--- src/rtl/instr_fetch_unit_pkg.sv ---
// Shared types and constants for the RV32I multi-cycle fetch stage.
// Also holds the next-PC source priority used by the next-PC generator.
package instr_fetch_unit_pkg;

   localparam logic [31:0] NOP_INSTR_WORD = 32'h0000_0013;

   typedef enum logic [1:0] {
      ST_IDLE = 2'd0,
      ST_REQ  = 2'd1,
      ST_DONE = 2'd2
   } fetch_state_e;

   typedef enum logic [1:0] {
      PC_SEQ  = 2'd0,
      PC_REL  = 2'd1,
      PC_JALR = 2'd2
   } npc_sel_e;

   // jalr only qualifies jal; on its own it falls through to the lower priorities
   function automatic npc_sel_e npc_select(input logic branch_taken,
                                           input logic jal,
                                           input logic jalr);
      npc_sel_e sel;
      if (jal && jalr) begin
         sel = PC_JALR;
      end else if (jal || branch_taken) begin
         sel = PC_REL;
      end else begin
         sel = PC_SEQ;
      end
      return sel;
   endfunction

endpackage

--- src/rtl/instr_fetch_unit_if.sv ---
// Instruction-memory read channel: request/address out, data/ready back.
interface instr_fetch_unit_if;
   logic        imem_req;
   logic [31:0] imem_addr;
   logic [31:0] imem_rdata;
   logic        imem_ready;

   modport master (output imem_req, output imem_addr,
                   input  imem_rdata, input imem_ready);
   modport slave  (input  imem_req, input imem_addr,
                   output imem_rdata, output imem_ready);
endinterface

--- src/rtl/instr_fetch_unit_next_pc_gen.sv ---
// Combinational next-PC target, pc+4 and redirect-misalignment flag.
module instr_fetch_unit_next_pc_gen
   import instr_fetch_unit_pkg::*;
(
   input  logic [31:0] pc_i,
   input  logic [31:0] imm_ext_i,
   input  logic [31:0] rs1_data_i,
   input  logic        branch_taken_i,
   input  logic        jal_i,
   input  logic        jalr_i,
   output logic [31:0] target_o,
   output logic [31:0] pc_plus4_o,
   output logic        misalign_o
);

   npc_sel_e    sel_s;
   logic [31:0] jalr_sum_s;

   // target selection; all sums wrap silently at 2^32
   always_comb begin
      sel_s      = npc_select(branch_taken_i, jal_i, jalr_i);
      pc_plus4_o = pc_i + 32'd4;
      jalr_sum_s = rs1_data_i + imm_ext_i;
      case (sel_s)
         PC_JALR: target_o = jalr_sum_s & ~32'd1;
         PC_REL:  target_o = pc_i + imm_ext_i;
         PC_SEQ:  target_o = pc_plus4_o;
         default: target_o = pc_plus4_o;
      endcase
      misalign_o = (sel_s != PC_SEQ) && target_o[1];
   end

endmodule

--- src/rtl/instr_fetch_unit.sv ---
// Fetch stage: owns PC and instruction register, runs the IDLE/REQ/DONE
// handshake to instruction memory with a bounded wait.
module instr_fetch_unit
   import instr_fetch_unit_pkg::*;
#(
   parameter logic [31:0] RESET_PC  = 32'h0000_0000,
   parameter int unsigned TIMEOUT   = 16,
   parameter logic [31:0] NOP_INSTR = NOP_INSTR_WORD
) (
   input  logic                      clk,
   input  logic                      reset,
   input  logic                      fetch_start_i,
   input  logic                      pc_update_i,
   input  logic                      branch_taken_i,
   input  logic                      jal_i,
   input  logic                      jalr_i,
   input  logic [31:0]               imm_ext_i,
   input  logic [31:0]               rs1_data_i,
   instr_fetch_unit_if.master        imem,
   output logic [31:0]               instrCode_o,
   output logic [31:0]               pc_o,
   output logic [31:0]               pc_plus4_o,
   output logic                      fetch_done_o,
   output logic                      fetch_busy_o,
   output logic                      fetch_err_o,
   output logic                      misalign_err_o
);

   localparam logic [1:0] S_IDLE  = ST_IDLE;
   localparam logic [1:0] S_REQ   = ST_REQ;
   localparam logic [1:0] S_DONE  = ST_DONE;
   localparam logic [7:0] TO_LAST = 8'(TIMEOUT - 1);

   logic [1:0]  state_q, state_d;
   logic [7:0]  cnt_q, cnt_d;
   logic [31:0] pc_q, pc_d;
   logic [31:0] instr_q, instr_d;
   logic        err_q, err_d;
   logic        mis_q, mis_d;
   logic        req_q, done_q;
   logic [31:0] target_s;
   logic        misalign_s;

   instr_fetch_unit_next_pc_gen u_next_pc_gen (
      .pc_i           (pc_q),
      .imm_ext_i      (imm_ext_i),
      .rs1_data_i     (rs1_data_i),
      .branch_taken_i (branch_taken_i),
      .jal_i          (jal_i),
      .jalr_i         (jalr_i),
      .target_o       (target_s),
      .pc_plus4_o     (pc_plus4_o),
      .misalign_o     (misalign_s)
   );

   // next-state: PC commits only in IDLE so the address is stable for a whole transaction
   always_comb begin
      state_d = state_q;
      cnt_d   = cnt_q;
      pc_d    = pc_q;
      instr_d = instr_q;
      err_d   = err_q;
      mis_d   = mis_q;
      case (state_q)
         S_IDLE: begin
            cnt_d = 8'd0;
            if (pc_update_i) begin
               if (misalign_s) begin
                  mis_d = 1'b1;
               end else begin
                  pc_d = target_s;
               end
            end else begin
               pc_d = pc_q;
            end
            if (fetch_start_i) begin
               state_d = S_REQ;
            end else begin
               state_d = S_IDLE;
            end
         end
         S_REQ: begin
            if (imem.imem_ready) begin
               instr_d = imem.imem_rdata;
               state_d = S_DONE;
            end else if (cnt_q == TO_LAST) begin
               instr_d = NOP_INSTR;
               err_d   = 1'b1;
               state_d = S_DONE;
            end else begin
               cnt_d = cnt_q + 8'd1;
            end
         end
         S_DONE: begin
            state_d = S_IDLE;
         end
         default: begin
            state_d = S_IDLE;
         end
      endcase
   end

   // state, datapath and registered status outputs
   always_ff @(posedge clk) begin
      if (reset) begin
         state_q <= S_IDLE;
         cnt_q   <= 8'd0;
         pc_q    <= RESET_PC;
         instr_q <= NOP_INSTR;
         err_q   <= 1'b0;
         mis_q   <= 1'b0;
         req_q   <= 1'b0;
         done_q  <= 1'b0;
      end else begin
         state_q <= state_d;
         cnt_q   <= cnt_d;
         pc_q    <= pc_d;
         instr_q <= instr_d;
         err_q   <= err_d;
         mis_q   <= mis_d;
         req_q   <= (state_d == S_REQ);
         done_q  <= (state_d == S_DONE);
      end
   end

   assign imem.imem_req  = req_q;
   assign imem.imem_addr = pc_q;
   assign instrCode_o    = instr_q;
   assign pc_o           = pc_q;
   assign fetch_done_o   = done_q;
   assign fetch_busy_o   = req_q;
   assign fetch_err_o    = err_q;
   assign misalign_err_o = mis_q;

endmodule

--- src/flat_wrapper.sv ---
// flat-port wrapper written by rule: the top's interface ports become plain ports
module instr_fetch_unit_flat import instr_fetch_unit_pkg::*;
#(
   parameter logic [31:0] RESET_PC  = 32'h0000_0000,
   parameter int unsigned TIMEOUT   = 16,
   parameter logic [31:0] NOP_INSTR = NOP_INSTR_WORD
)
  (clk, reset, fetch_start_i, pc_update_i, branch_taken_i, jal_i, jalr_i, imm_ext_i, rs1_data_i, instrCode_o, pc_o, pc_plus4_o, fetch_done_o, fetch_busy_o, fetch_err_o, misalign_err_o, imem_imem_req, imem_imem_addr, imem_imem_rdata, imem_imem_ready);
  instr_fetch_unit_if imem_i ();
  input  logic clk;
  input  logic reset;
  input  logic fetch_start_i;
  input  logic pc_update_i;
  input  logic branch_taken_i;
  input  logic jal_i;
  input  logic jalr_i;
  input  logic [31:0] imm_ext_i;
  input  logic [31:0] rs1_data_i;
  output logic [31:0] instrCode_o;
  output logic [31:0] pc_o;
  output logic [31:0] pc_plus4_o;
  output logic fetch_done_o;
  output logic fetch_busy_o;
  output logic fetch_err_o;
  output logic misalign_err_o;
  output wire logic [$bits(imem_i.imem_req)-1:0] imem_imem_req;
  output wire logic [$bits(imem_i.imem_addr)-1:0] imem_imem_addr;
  input wire logic [$bits(imem_i.imem_rdata)-1:0] imem_imem_rdata;
  input wire logic [$bits(imem_i.imem_ready)-1:0] imem_imem_ready;
  assign imem_imem_req = imem_i.imem_req;
  assign imem_imem_addr = imem_i.imem_addr;
  assign imem_i.imem_rdata = imem_imem_rdata;
  assign imem_i.imem_ready = imem_imem_ready;
  instr_fetch_unit #(.RESET_PC(RESET_PC), .TIMEOUT(TIMEOUT), .NOP_INSTR(NOP_INSTR)) u_core (.clk(clk), .reset(reset), .fetch_start_i(fetch_start_i), .pc_update_i(pc_update_i), .branch_taken_i(branch_taken_i), .jal_i(jal_i), .jalr_i(jalr_i), .imm_ext_i(imm_ext_i), .rs1_data_i(rs1_data_i), .imem(imem_i), .instrCode_o(instrCode_o), .pc_o(pc_o), .pc_plus4_o(pc_plus4_o), .fetch_done_o(fetch_done_o), .fetch_busy_o(fetch_busy_o), .fetch_err_o(fetch_err_o), .misalign_err_o(misalign_err_o));
endmodule
--- config.mk ---
export PLATFORM = sky130hd
export DESIGN_NAME = instr_fetch_unit_flat
export DESIGN_NICKNAME = d
export VERILOG_FILES = /design/src/rtl/instr_fetch_unit_pkg.sv /design/src/rtl/instr_fetch_unit_if.sv /design/src/rtl/instr_fetch_unit_next_pc_gen.sv /design/src/rtl/instr_fetch_unit.sv /design/src/flat_wrapper.sv
export SDC_FILE = /design/constraint.sdc
export NUM_CORES = 1
export LEC_CHECK = 0
export BUFFER_PORTS_ARGS = -buffer_cell sky130_fd_sc_hd__buf_2
export CORE_MARGIN = 2
export CORE_UTILIZATION = 40
export DETAILED_ROUTE_END_ITERATION = 6
export GPL_TIMING_DRIVEN = 0
export PLACE_DENSITY_LB_ADDON = 0.1
export SLEW_MARGIN = 30
export SYNTH_ARGS = -nofsm -noshare
export SYNTH_HDL_FRONTEND = slang
export SYNTH_SLANG_ARGS = --single-unit
--- constraint.sdc ---
create_clock -name clk -period 2.6 [get_ports clk]
set_input_delay 0.26 -clock clk [delete_from_list [all_inputs] [get_ports clk]]
set_output_delay 0.26 -clock clk [all_outputs]
set_load 0.02 [all_outputs]
Yosys cells after proc, flatten, opt, wreduce, memory -nomap -nowiden
Index checks and enable logic that the tools add are counted.

Register bits after elaboration: 78. Input port bits: 104. Output and inout bits: 133.

Add/sub/neg operators: 4. Equality and inequality tests: 8. Multiplexer cells: 12. Bitwise logic cells: 2. Reduce and logical (&&, ||, !) cells: 12.

Operators by type and width (count): 32-bit adder (2); 32-bit 2-to-1 mux (2); 32-bit case mux with 2 select lines (1); 32-bit by 3-bit adder with 32-bit output (second input constant) (1); 8-bit 2-to-1 mux (2); 8-bit case mux with 2 select lines (1); 3-bit AND reduction (4); 8-bit by 1-bit adder with 8-bit output (second input constant) (1); 8-bit by 4-bit equality test with 1-bit output (second input constant) (1); 2-bit by 1-bit equality test with 1-bit output (second input constant) (3); 2-bit 2-to-1 mux (3); 2-bit nonzero test (3); 2-bit equality test (second input constant) (2); 2-bit inequality test (second input constant) (2); 2-bit case mux with 2 select lines (1); 1-bit logical AND (2); 2-bit zero test (1); 1-bit 2-to-1 mux (2); 1-bit inverter (2); 2-bit AND reduction (1); 1-bit logical OR (1).

Longest topological paths before layout
Gate-level depths: netlist (run 1).

Word-level depth: 8. Mapped depth: 12.

By module
A second synthesis (run 1) with hierarchy kept.

Cells, all modules: 1046. Area total of the unflattened synthesis: 7941.4 µm².

By module, submodules not included: instr_fetch_unit_next_pc_gen (times used 1, cells an instance 678, area each 4568.1 µm²); instr_fetch_unit (times used 1, cells an instance 368, area each 3373.2 µm²).

Worst setup path before layout (run 1)
No wires, ideal clock.

Path type: input to register. From: in imm_ext_i[0]. To: reg u_core.pc_q[28] (netlist: u_core.imem.imem_addr[28]). Arrival time: 2.742 ns. Data required time: 2.509 ns. Slack: -0.233 ns. Stages: 11. Path through: and2_1 > fa_1 > a21o_1 > a311oi_1 > or3_4 > a31oi_4 > a211o_1 > a31oi_1 > mux2i_1 > or4_1 > a311oi_1.

Cells in the longest elaborated chain, start to end: 5.

RTL lines: start: declaration (RTL line flat_wrapper.sv:17) `input logic [31:0] imm_ext_i;`; 32-bit adder, on equally long branches (RTL line instr_fetch_unit_next_pc_gen.sv:26, instr_fetch_unit_next_pc_gen.sv:23); 32-bit case mux with 2 select lines (*) (RTL line instr_fetch_unit_next_pc_gen.sv:24) `case (sel_s)`; 1-bit logical AND (RTL line instr_fetch_unit_next_pc_gen.sv:30) `misalign_o = (sel_s != PC_SEQ) && target_o[1];`; 1-bit inverter (no line); 3-bit AND reduction (no line); end signal: assignment (RTL line instr_fetch_unit.sv:117) `pc_q <= pc_d;`; end: declaration (RTL line instr_fetch_unit.sv:36) `logic [31:0] pc_q, pc_d;`.

Mark *: on every way between the ends. The rest lies on a longest branch, timed or not. A chain may end at the register's enable or synchronous reset.

Worst setup path in the final report (run 1)
From: in rs1_data_i[0]. To: reg u_core.pc_q[28] (netlist: u_core.imem.imem_addr[28]).

Cells in the longest elaborated chain, start to end: 5.

RTL lines: start: declaration (RTL line flat_wrapper.sv:18) `input logic [31:0] rs1_data_i;`; 32-bit adder (*) (RTL line instr_fetch_unit_next_pc_gen.sv:23) `jalr_sum_s = rs1_data_i + imm_ext_i;`; 32-bit case mux with 2 select lines (*) (RTL line instr_fetch_unit_next_pc_gen.sv:24); 1-bit logical AND (RTL line instr_fetch_unit_next_pc_gen.sv:30); 1-bit inverter (no line); 3-bit AND reduction (no line).

Marked as above.

==> results.md, run 1 <==
- Status: finished with violations
- Violated checks: setup timing
- Flops & latches, synth: 78
- Vias/cell: 5.676
- # hold bufs at CTS: 0
- Internal Pwr Total: ~0.0028 W
- Fill cells: about 1800
- Setup TNS: -0.1583 ns
- Synthesized area: 7502 sq um
- Area grow syn2layout: 37.66%
- Period minus WS final: 2.721 ns
- Initial drt markers: about 700
- Nets: ~1500
- Chip width: between 100 and 150 microns
- Ys Warns: 0
- Crit-path cells: buf_6 -> and2_4 -> fa_2 -> a21o_1 -> a311oi_2 -> or3_4 -> a31oi_4 -> a211o_1 -> a31oi_2 -> mux2i_1 -> or4_4 -> a311oi_2
- RSZ-0062 raised after global routing: yes
- CP max FO: 3
- Worst path max stage delay: roughly 0.45 ns
- Global placement routability congestion: around 0.93
- Clock share of power: between 20% and 30%
- Pre-CTS setup slack: -0.9772 ns
- Sw Pwr: between 0.0015 and 0.002 W
- Initial Util: between 40% and 50%
- Final core utilization: 55.58%
- Most frequent CP cell: a311oi_2
- Floorplan row count: 50
- Cell Count, Final, Fillers Out: around 1500
- WL/cell: about 18 microns
- Critical path origin: rs1_data_i[0]
- Worst Setup Path Type: input port to flop
- Initial antenna violation count: 0
- Crit share post-route: 104.7%
- First-pass GRT wire length: about 41 mm
- Max-cap check violation count: 0
- Lkg Pwr: between 4 and 5 nW
- Syn_nets: between 1000 and 1500
- CTS tree: built
- Fmax: ~0.37 GHz
- # H-tree levels: 3
- CP startpoint kind: input port
- Die H: roughly 140 microns
- Overall routing resource usage: between 20% and 30%
- Placement Cell Area: 9000 sq um
- IO buf count: between 200 and 250
- Fin worst setup slack: -0.1213 ns
- Reg2reg setup slack: -0.07 ns
- Total core area: 18580 sq um
- Io pins: 237
- Inst Count DP: ~1500
- Worst Path Required: between 2 and 3 ns
- Ys flop type: dfxtp_1
- Slowest library cell on the worst path: or4_4
- Cell Pwr Density: 456.3 nW/um^2
- Commonest non-fill, non-tap cell in the layout: buf_2
- Worst reg2reg startpoint: u_core.imem.imem_addr[15]$_SDFFE_PP0P_
- Peak supply drop: 0.0002987 V
- Post-route cell area: around 10000 sq um
- Worst-margin pin slew: about 0.94 ns
- Router iterations before antenna repair: 5
- Seq/Total Area, Yosys: approximately a fifth
- Avg Inst Size Synth: roughly 7.4 sq um
- WP buf/inv: 1
- Sequential fraction of design power: 29.2%
- Worst min path class: input port to flop
- Cell count after synthesis: roughly 1000
- CP Data Arrival Time: 2.98 ns
- Layout cell share with drive strength beyond 1: 36.66%
- Comb power frac: about 44%
- Die ar.: approximately 20000 sq um
- Longest Clk Path Bufs: 2
- Top cells by area in the synthesized netlist: dfxtp_1 (21%), ha_1 (11%), a21oi_1 (6.5%), xnor2_1 (6.2%), nor2_1 (5.2%)
- Library cells used by synthesis: 63
- Switching portion of total power: between 40% and 50%
- Fin. max-slew vios: 0
- Finish-stage setup viols: 2
- Reg clk slew, reported paths: 0.07 ns
- DRC viols: 0
- Crit path max-delay family: compound AO/OA/AOI/OAI gates
- Clk sink count: 78
- Vias in the first global route: 7734
- Synth area leader: dfxtp_1
- Root Buffer: clkbuf_16
- Post-DP HPWL: roughly 21 mm
- Post-synth EDFFs: 0
- Share of the synthesized area in the top cell type: between 20% and 30%
- Critical Path Sink Type: flop
- Worst min-delay path startpoint: imem_imem_rdata[15]
- Routed WL: roughly 27 mm
- Clk_lat worst skew: ~0.35 ns
- Final hold violations: 0
- Slew margin rel.: 37.34%
- Clock buffer count from CTS: 9
- Grt total ovfl: 0
- Largest net degree at the start of global routing: 17
- DR vias: slightly below 9000
- Clk_skew: approximately 0.0089 ns
- Async S/R FF share, synth: 0%
- Commonest cells after routing, fill and taps aside: buf_2 (234), nor2_1 (93), a21oi_1 (88)
- DRT antenna net count: 0
-- cell families (layout without fill, tap and decap cells) --
group	count (synthesis)	after routing	synth area share, %
DFF	78	78	20.81
AOI/OAI and AO/OA	333	333	28.74
muxes	7	7	0.9507
xor gates and xnor gates	86	86	10.04
and+or+nand+nor	332	332	21.25
buffers and inverters	107	392	7.172
adders and majority gates	65	65	11.04
other	0	1	0
-- per-layer routing --
metal  global-route usage [%]  share of wire, %  wire length [microns]
met3                    2.615               6.6                   1803
met1                    36.71                45                  12380
met2                    41.95                45                  12400
met5                        0                 0                      0
met4                    8.368               2.7                    733
-- synthesized netlist by cell type, drive strengths merged, types with 16 or more instances --
master	n
ha	63
xnor2	53
dfxtp	78
nor2	103
inv	21
o21ai	56
a22oi	31
nand2	77
and3	16
buf	41
clkbuf	45
a31oi	18
a21o	34
xor2	33
nand4	18
a21oi	98
nor3	27
nand3	31
-- flip-flops by register name, indices dropped and copies added, names as in the netlist --
| name | count |
|---|---|
| u_core.imem.imem_addr | 32 |
| u_core.instrCode_o | 32 |
| u_core.cnt_q | 8 |
| u_core.state_q | 2 |
| u_core.fetch_busy_o | 1 |
| u_core.fetch_done_o | 1 |
| u_core.fetch_err_o | 1 |
| u_core.misalign_err_o | 1 |
-- what timing repair did --
item	CTS	global route
resized for setup	123	62
setup endpoints to repair	49	30
pin swaps	35	42
setup buffers	23	17
-- cell type report --
cell class              instances  area [sq um]  share of cell area [%]
plain buffers                  81         488.0                   4.725
repair buffers                274          1498                   14.50
clock inverters                 7         65.06                  0.6300
inverters                      21         78.83                  0.7633
multi-input cells             823          6052                   58.60
well taps                     234         292.8                   2.835
clock buffers                   9         225.2                   2.181
flip-flops and latches         78          1625                   15.74
diodes                          1         2.502                 0.02423
-- worst min-delay path: stages --
cell and delay (ns):
buf_2 0.08, a22oi_1 0.06, nor2_1 0.07
-- stage by stage --
stage	power, W	hold WS (ns)
3_5_place_dp	0.003211	0.4610
3_3_place_gp	0.003208	0.4565
6_report	0.004712	0.1613
2_1_floorplan	0.002633	0.4088
5_1_grt	0.004939	0.1620
4_1_cts	0.004590	0.1568
-- worst paths after layout --
| kind | to | cells past startpoint |
|---|---|---|
| min reg2reg | u_core.fetch_err_o$_SDFFE_PP0P_ | 2 |
| min | u_core.instrCode_o[15]$_SDFFE_PP0P_ | 3 |
| max | u_core.imem.imem_addr[28]$_SDFFE_PP0P_ | 12 |
| max reg2reg | u_core.imem.imem_addr[28]$_SDFFE_PP0P_ | 11 |
-- power by group through the flow --
stage / Combinational (W) / Clock [W] / Sequential, W
after floorplan: 0.00119 / 0 / 0.00144
after global placement: 0.00181 / 0 / 0.00140
after detailed placement: 0.00181 / 0 / 0.00140
after CTS: 0.00196 / 0.00126 / 0.00138
after global routing: 0.00225 / 0.00130 / 0.00139
final: 0.00208 / 0.00125 / 0.00137
Power figures use the tool's default switching activity.
==> run 2: changes to the inputs <==
--- a/config.mk
+++ b/config.mk
@@ -9,7 +9,6 @@
 export CORE_MARGIN = 2
 export CORE_UTILIZATION = 40
 export DETAILED_ROUTE_END_ITERATION = 6
-export GPL_TIMING_DRIVEN = 0
 export PLACE_DENSITY_LB_ADDON = 0.1
 export SLEW_MARGIN = 30
 export SYNTH_ARGS = -nofsm -noshare
==> results.md, run 2 (synthesized netlist as in run 1, its figures left out) <==
- DR vias: roughly 8800
- Global placement routability congestion: 0.9169
- Root Buffer: clkbuf_16
- Critical path origin: rs1_data_i[1]
- Die H: between 100 and 150 microns
- Layout cell share with drive strength beyond 1: roughly two fifths
- Grt total ovfl: 0
- Clock buffer count from CTS: 9
- DRC viols: 0
- Area grow syn2layout: 45.85%
- Ant diodes: 0
- RSZ-0062 raised after global routing: yes
- Die ar.: approximately 20000 sq um
- Post-route cell area: 10940 sq um
- # hold bufs at CTS: 0
- First-pass GRT wire length: approximately 42 mm
- Status: finished with violations
- Finish-stage setup viols: 5
- Clk_lat worst skew: roughly 0.35 ns
- Cell Pwr Density: between 400 and 500 nW/um^2
- R2R cell count: 12
- Setup TNS: -0.1921 ns
- Chip width: ~140 microns
- Nets: between 1500 and 2000
- Post-DP HPWL: 21.35 mm
- Reg clk slew, reported paths: ~0.070 ns
- Longest Clk Path Bufs: 2
- Worst min path class: input port to flop
- Vias in the first global route: a little over 8000
- Total core area: roughly 19000 sq um
- IO buf count: 236
- Initial Util: about 40%
- CP Data Arrival Time: 2.96 ns
- Placement Cell Area: 9869 sq um
- Worst Setup Path Type: input port to flop
- Crit share post-route: 104.0%
- # H-tree levels: 3
- Io pins: 237
- Worst-margin pin slew: 0.5394 ns
- Commonest non-fill, non-tap cell in the layout: buf_2
- Largest net degree at the start of global routing: 39
- Clk_skew: 0.01222 ns
- CP max FO: 3
- Reg2reg end: u_core.imem.imem_addr[28]$_SDFFE_PP0P_
- Initial antenna violation count: 0
- Router iterations before antenna repair: 5
- Slew margin rel.: ~64%
- Overall routing resource usage: a little over a quarter
- Reg2reg setup slack: -0.05 ns
- Critical Path Sink Type: flop
- Initial drt markers: about 640
- DRT antenna net count: 0
- Commonest cells after routing, fill and taps aside: buf_2 (229), buf_4 (196), nor2_1 (98)
- Max-cap check violation count: 0
- Lkg Pwr: approximately 5.3 nW
- Fmax: about 0.37 GHz
- Fill cells: between 1500 and 2000
- Period minus WS final: between 2 and 3 ns
- Fin worst setup slack: -0.1050 ns
- Final hold violations: 0
- Hold WS: roughly 0.16 ns
- Violated checks: setup timing
- Floorplan row count: 50
- Vias/cell: between 5 and 6
- Critical path endpoint: u_core.imem.imem_addr[28]$_SDFFE_PP0P_
- Clk sink count: just under 80
- CP startpoint kind: input port
- Routed WL: between 20 and 30 mm
- WL/cell: ~17 microns
- Peak supply drop: ~0.00028 V
- Worst reg2reg startpoint: u_core.imem.imem_addr[0]$_SDFFE_PP0P_
- CTS tree: built
- Worst Path Required: approximately 2.9 ns
- Fin. max-slew vios: 0
[run 2: cell count changes in the layout (fill, tap and decap cells not counted), sizes merged]
cell | before | now
buf | 317 | 439
clkbuf | 47 | 9
clkinvlp | 3 | 1
clkinv | 1 | 2
diode | 1 | 0
inv | 24 | 25
[run 2: through the flow]
step           power [W]  utilization [%]  cells  setup WS [ns]
3_3_place_gp    0.003420            53.12   1568        -0.4914
3_5_place_dp    0.003426            53.12   1568        -0.5159
5_1_grt         0.005112            58.89   1611        -0.2254
2_1_floorplan   0.002633                -   1008       -0.09735
6_report        0.004842            58.89   1611        -0.1050
4_1_cts         0.004737            56.13   1594       -0.08171
[run 2: worst max-delay path: stages]
cell and delay [ns]:
buf_2 0.11, buf_6 0.11, fa_2 0.35, a21o_1 0.19, a311oi_2 0.26, or3_4 0.22
a31oi_4 0.11, a211o_1 0.37, a31oi_1 0.23, mux2i_1 0.10, or4_1 0.41, a311oi_1 0.26
[run 2: routing by layer]
layer	wire length (microns)	share of wire (%)	global-route usage (%)	vias to the layer above
li1	-	-	-	4402
met1	12200	45	35.99	4007
met2	12090	45	41.57	344
met3	1879	7.0	3.736	55
met4	747	2.8	9.526	0
met5	0	0	0	-
[run 2: how the worst min path moves through the flow]
stage                                          startpoint                                  to  slack [ns]  depth (start not counted)
after CTS                              imem_imem_rdata[1]  u_core.instrCode_o[1]$_SDFFE_PP1P_        0.15                          3
after detailed placement  u_core.fetch_err_o$_SDFFE_PP0P_     u_core.fetch_err_o$_SDFFE_PP0P_        0.46                          2
after global routing                   imem_imem_rdata[1]  u_core.instrCode_o[1]$_SDFFE_PP1P_        0.16                          3
after global placement    u_core.fetch_err_o$_SDFFE_PP0P_     u_core.fetch_err_o$_SDFFE_PP0P_        0.45                          2
final                                  imem_imem_rdata[1]  u_core.instrCode_o[1]$_SDFFE_PP1P_        0.16                          3
after floorplan                        imem_imem_rdata[0]  u_core.instrCode_o[0]$_SDFFE_PP1P_        0.41                          2
[run 2: final cells by class]
class | count | area [sq um] | share of cell area [%]
flip-flops and latches | 78 | 1585 | 14.49
clock inverters | 7 | 62.56 | 0.5718
well taps | 234 | 292.8 | 2.676
inverters | 21 | 78.83 | 0.7204
repair buffers | 439 | 2775 | 25.36
clock buffers | 9 | 225.2 | 2.058
multi-input cells | 823 | 5922 | 54.12
[run 2: report_power, final]
part	switching, W	internal (W)	leakage [nW]
Clock	0.000580	0.000668	0.139
Sequential	0.0000590	0.00126	0.642
Combinational	0.00126	0.00101	4.56
Total	0.00190	0.00294	5.35
[run 2: repair_timing]
action / CTS / global route
setup buffers: 10 / 18
pin swaps: 27 / 56
resized for setup: 50 / 82
endpoints found under the setup margin: 28 / 27
